File: config.mk
export PLATFORM = sky130hd
export DESIGN_NAME = risc_fetch_ctrl
export DESIGN_NICKNAME = d
export VERILOG_FILES = /design/src/rtl/risc_pkg.sv /design/src/rtl/risc_fetch_ctrl.sv
export SDC_FILE = /design/constraint.sdc
export NUM_CORES = 1
export LEC_CHECK = 0
export ABC_AREA = 1
export ABC_CLOCK_PERIOD_IN_PS = 1200
export CAP_MARGIN = 20
export CORE_UTILIZATION = 38
export DETAILED_ROUTE_END_ITERATION = 12
export PLACE_DENSITY = 0.81
export REMOVE_ABC_BUFFERS = 1
export SLEW_MARGIN = 0
export SYNTH_ARGS = -nofsm -noshare
export SYNTH_HDL_FRONTEND = slang
export SYNTH_SLANG_ARGS = --single-unit
export TNS_END_PERCENT = 5
File: constraint.sdc
create_clock -name clk -period 1.2 [get_ports clk]
set_input_delay 0.12 -clock clk [delete_from_list [all_inputs] [get_ports clk]]
set_output_delay 0.12 -clock clk [all_outputs]
set_load 0.01 [all_outputs]
File: src/rtl/risc_pkg.sv
// Shared definitions for the 13-bit RISC core: widths, the NOP word, the HALT
// opcode and its field position, and the fetch sequencer state encoding.
package risc_pkg;

    localparam int PC_W    = 5;
    localparam int INSTR_W = 13;

    localparam int OPC_HI = 12;
    localparam int OPC_LO = 9;

    localparam logic [INSTR_W-1:0]     NOP     = 13'h0000;
    localparam logic [OPC_HI-OPC_LO:0] OP_HALT = 4'hF;

    typedef enum logic [1:0] {
        ST_IDLE   = 2'd0,
        ST_REQ    = 2'd1,
        ST_VALID  = 2'd2,
        ST_HALTED = 2'd3
    } fetch_state_t;

    function automatic logic is_halt(input logic [INSTR_W-1:0] instr);
        return instr[OPC_HI:OPC_LO] == OP_HALT;
    endfunction

endpackage

File: src/rtl/risc_fetch_ctrl.sv
// Fetch sequencer: owns the PC, issues req/ack instruction reads, buffers one
// word for decode, follows execute redirects and parks on HALT.
module risc_fetch_ctrl
    import risc_pkg::*;
(
    input  logic               clk,
    input  logic               rst_n,
    input  logic               run,
    output logic               mem_req,
    output logic [PC_W-1:0]    mem_addr,
    input  logic               mem_ack,
    input  logic [INSTR_W-1:0] mem_rdata,
    output logic [INSTR_W-1:0] ir,
    output logic               ir_valid,
    input  logic               ir_ready,
    output logic [PC_W-1:0]    pc,
    input  logic               redirect_valid,
    input  logic [PC_W-1:0]    redirect_addr,
    output logic               halted
);

    fetch_state_t       r_state;
    fetch_state_t       w_state_nxt;
    logic [PC_W-1:0]    r_pc;
    logic [PC_W-1:0]    w_pc_nxt;
    logic [INSTR_W-1:0] r_ir;
    logic [INSTR_W-1:0] w_ir_nxt;
    logic               r_ir_valid;
    logic               w_ir_valid_nxt;
    logic               r_mem_req;
    logic               r_halted;
    logic               w_redirect;

    // Redirect outranks ack and ir_ready; IDLE is the only state that ignores it.
    assign w_redirect = redirect_valid && (r_state != ST_IDLE);

    always_comb begin
        w_state_nxt    = r_state;
        w_pc_nxt       = r_pc;
        w_ir_nxt       = r_ir;
        w_ir_valid_nxt = r_ir_valid;

        if (w_redirect) begin
            w_pc_nxt       = redirect_addr;
            w_ir_nxt       = NOP;
            w_ir_valid_nxt = 1'b0;
            w_state_nxt    = ST_REQ;
        end else begin
            unique case (r_state)
                ST_IDLE: begin
                    if (run) begin
                        w_state_nxt = ST_REQ;
                    end
                end
                ST_REQ: begin
                    if (mem_ack) begin
                        w_ir_nxt       = mem_rdata;
                        w_ir_valid_nxt = 1'b1;
                        w_pc_nxt       = r_pc + PC_W'(1);
                        w_state_nxt    = ST_VALID;
                    end
                end
                ST_VALID: begin
                    if (ir_ready) begin
                        w_ir_nxt       = NOP;
                        w_ir_valid_nxt = 1'b0;
                        if (is_halt(r_ir)) begin
                            w_state_nxt = ST_HALTED;
                        end else if (!run) begin
                            w_state_nxt = ST_IDLE;
                        end else begin
                            w_state_nxt = ST_REQ;
                        end
                    end
                end
                ST_HALTED: begin
                    w_state_nxt = ST_HALTED;
                end
                default: begin
                    w_state_nxt = ST_IDLE;
                end
            endcase
        end
    end

    // Request and halt flags are registered from the next state so every output
    // leaves a flop.
    always_ff @(posedge clk or negedge rst_n) begin
        if (!rst_n) begin
            r_state    <= ST_IDLE;
            r_pc       <= '0;
            r_ir       <= NOP;
            r_ir_valid <= 1'b0;
            r_mem_req  <= 1'b0;
            r_halted   <= 1'b0;
        end else begin
            r_state    <= w_state_nxt;
            r_pc       <= w_pc_nxt;
            r_ir       <= w_ir_nxt;
            r_ir_valid <= w_ir_valid_nxt;
            r_mem_req  <= (w_state_nxt == ST_REQ);
            r_halted   <= (w_state_nxt == ST_HALTED);
        end
    end

    assign mem_req  = r_mem_req;
    assign mem_addr = r_pc;
    assign pc       = r_pc;
    assign ir       = r_ir;
    assign ir_valid = r_ir_valid;
    assign halted   = r_halted;

endmodule

==> results.yml <==
worst_setup_path:
  rrSetupSlack_ps: -30
  reg2reg_depth: 8
  crit_required_ps: 1440
  r2r_start: "r_state[1]"
  rr_endpoint: "ir[0]"
  arrival_ps: 1470
  path_max_fanout: 14
  worst_setup_path_end_kind: "register"
  crit_type: "reg2reg"
  crit_path_start_kind: "register"
synthesis:
  synth-xor-area-share_pct: 2.92
  syn_inst: 129
  synth_top_family_by_area: "compound AO/OA/AOI/OAI gates"
  synth-compound-area-share_pct: 17.8
  syn_avg_cell_area_um2: 9.30
  yosys.area_share.simple_pct: 16.9
  ys_seq_area_share_pct: 48.0
  syn_area_um2: 1200
  synth.area.mux_share_pct: 0
  yosys_warnings: 0
  synth_cell_types: 23
  ys_ff_latch: 23
  synthAdderAreaFrac_pct: 1.04
floorplan:
  die_h_um: 58.2
  initial_core_util_pct: 39.6
  die_area_um2: 3390
  io_pins: 50
  std_cell_rows: 20
  core_area_um2: 3030
  die_w_um: 58.2
route:
  wl_mm: 2.63
  drtIter0Drc: 20
  via_count: 1059
  via_per_inst: 4.45
  route.detailed.drc: 0
  first_pass_iters: 4
  avgRoutedWirePerCell_um: 11.1
  ant_nets: 0
grt:
  grt_start_max_net_pins: 24
  antenna_found_initial: 0
  grt_pass1_wl_mm: 4.50
  grt_usage_pct: 17.1
  overflow: 0
  first_global_vias: 1068
timing:
  finalCritPeriodShare_pct: 103
  hold_viol: 0
  fmaxAchievable_ghz: 0.813
  drv_slew: 0
  relSlewSlack_pct: 80.3
  fin_crit_ps: 1230
  setup_viol: 18
  worst_slack_ps: -30.5
  rsz0062_at_grt: "yes"
  worst_slew_pin_slew_ps: 296
  skew_ps: 3.76
cells_and_area:
  layout_commonest_cell: "dlygate4sd2_1"
  final_cell_mix: "dlygate4sd2_1 (25), dfrtp_1 (23), clkdlybuf4s50_1 (23)"
  area_growth_pct: 55.1
  post_route_cells_drive_above_1_share_pct: 27.8
  diodes: 0
  final_cells: 238
  nets: 220
  stdcell_area_um2: 1860
clock_tree:
  cts_inserted_buffers: 3
  cts_hold_buf: 0
  cts_sinks: 23
  clock-root-buffer: "clkbuf_4"
  clk_latency_ps: 300
  clkTransAtPathRegs_ps: 120
  cts_max_level: 1
  cts_tree: "built"
  cts_buffer_depth: 2
pwr:
  leakagePower_nw: 0.962
  pwr_density_cell_nw_per_um2: 2130
  ir_drop_mv: 1.05
  switching_share_pct: 39.7
  seq_power_share_pct: 31.8
  net-switching-power_mw: 1.57
  power_frac_comb_pct: 59.5
  clkPwrFrac_pct: 8.7
  p_int_mw: 2.39
placement:
  post_dp_cell_area_um2: 1780
  io_buffers: 49
  dp_hpwl_mm: 2.05
  placed_cells: 227
  gp_congestion: 0.790
run_status:
  outcome: "finished with violations"
  violations: "setup timing"
flow_run:
  cap_violations: 0
hold_path:
  min_path_type: "in2async"
-- worst max-delay path by stage --
stage,start,to,cells past startpoint
floorplan,r_state[0],ir[0],5
global placement,mem_ack,ir[7],6
detailed placement,mem_ack,ir[0],6
CTS,r_state[0],ir[0],7
global route,r_state[0],ir[0],8
finish,r_state[1],ir[0],8
-- kinds of logic after synthesis --
| group | after synthesis |
|---|---|
| flip-flops | 23 |
| AO/OA/AOI/OAI | 30 |
| AND/OR/NAND/NOR | 40 |
| XOR/XNOR | 4 |
| buffers and inverters | 31 |
| adder cells (fa/ha/maj) | 1 |
-- layout make-up --
| cell class | count | area [um^2] |
|---|---|---|
| Inverter | 23 | 88.8 |
| Tap cell | 44 | 55.1 |
| Timing Repair Buffer | 69 | 636 |
| Fill cell | 262 | 1170 |
| Multi-Input combinational cell | 75 | 479 |
| Clock buffer | 4 | 26.3 |
| Sequential cell | 23 | 576 |
-- synth_stat cells, drive strengths merged --
cell | instances | area share (%)
a21oi | 5 | 2.1
buf | 8 | 5.9
dfrtp | 23 | 48
ha | 1 | 1.0
inv | 23 | 7.4
nand2 | 29 | 12
nand3 | 6 | 3.3
nor2 | 5 | 1.6
o2111ai | 1 | 1.3
o211ai | 1 | 0.63
o21ai | 21 | 13
o22ai | 2 | 1.0
xnor2 | 1 | 0.73
xor2 | 3 | 2.2
-- sequential cells by signal, indices dropped and copies added (netlist names) --
name      cells
ir           13
ir_valid      1
halted        1
mem_req       1
mem_addr      5
r_state       2
-- what timing repair did --
action | in CTS | in global routing
buffers inserted | 6 | 1
setup endpoints to repair | 43 | 22
resized for setup | 32 | 5
pin swaps | 5 | 2
-- metrics by stage --
step	TNS (ps)	utilization [%]	total power, mW	setup WS [ps]	hold slack, ps
detailed placement	-4460	58.9	3.63	-282	471
CTS	-1580	60.4	3.88	-139	156
floorplan	-1460	-	2.38	-133	-176
finish	-249	61.4	3.96	-30.5	158
global route	-1470	61.4	4.27	-117	163
global placement	-2720	58.9	3.54	-178	477
-- critical path: stages (launching register included) --
cell	delay, ps
dfrtp_1	420
inv_2	120
nand2_4	70
nand2_4	90
inv_4	50
o21ai_4	150
buf_12	150
nand2_1	60
o21ai_1	70
-- power by group through the flow --
stage / combinational (mW) / sequential [mW] / clock, mW
floorplan: 0.877 / 1.50 / 0
global placement: 2.22 / 1.32 / 0
detailed placement: 2.31 / 1.32 / 0
CTS: 2.26 / 1.26 / 0.359
global route: 2.56 / 1.30 / 0.408
finish: 2.36 / 1.26 / 0.343
-- per-layer routing --
layer	part of all wire (%)	wire (um)	global-route usage, %	vias up
met3	6.0	159	3.79	0
met1	42	1110	19.9	489
met2	52	1360	32.5	41
met5	0	0	0	-
met4	0	0	2.38	0
li1	-	-	-	529
No activity file was read; power rests on OpenSTA's default activity.
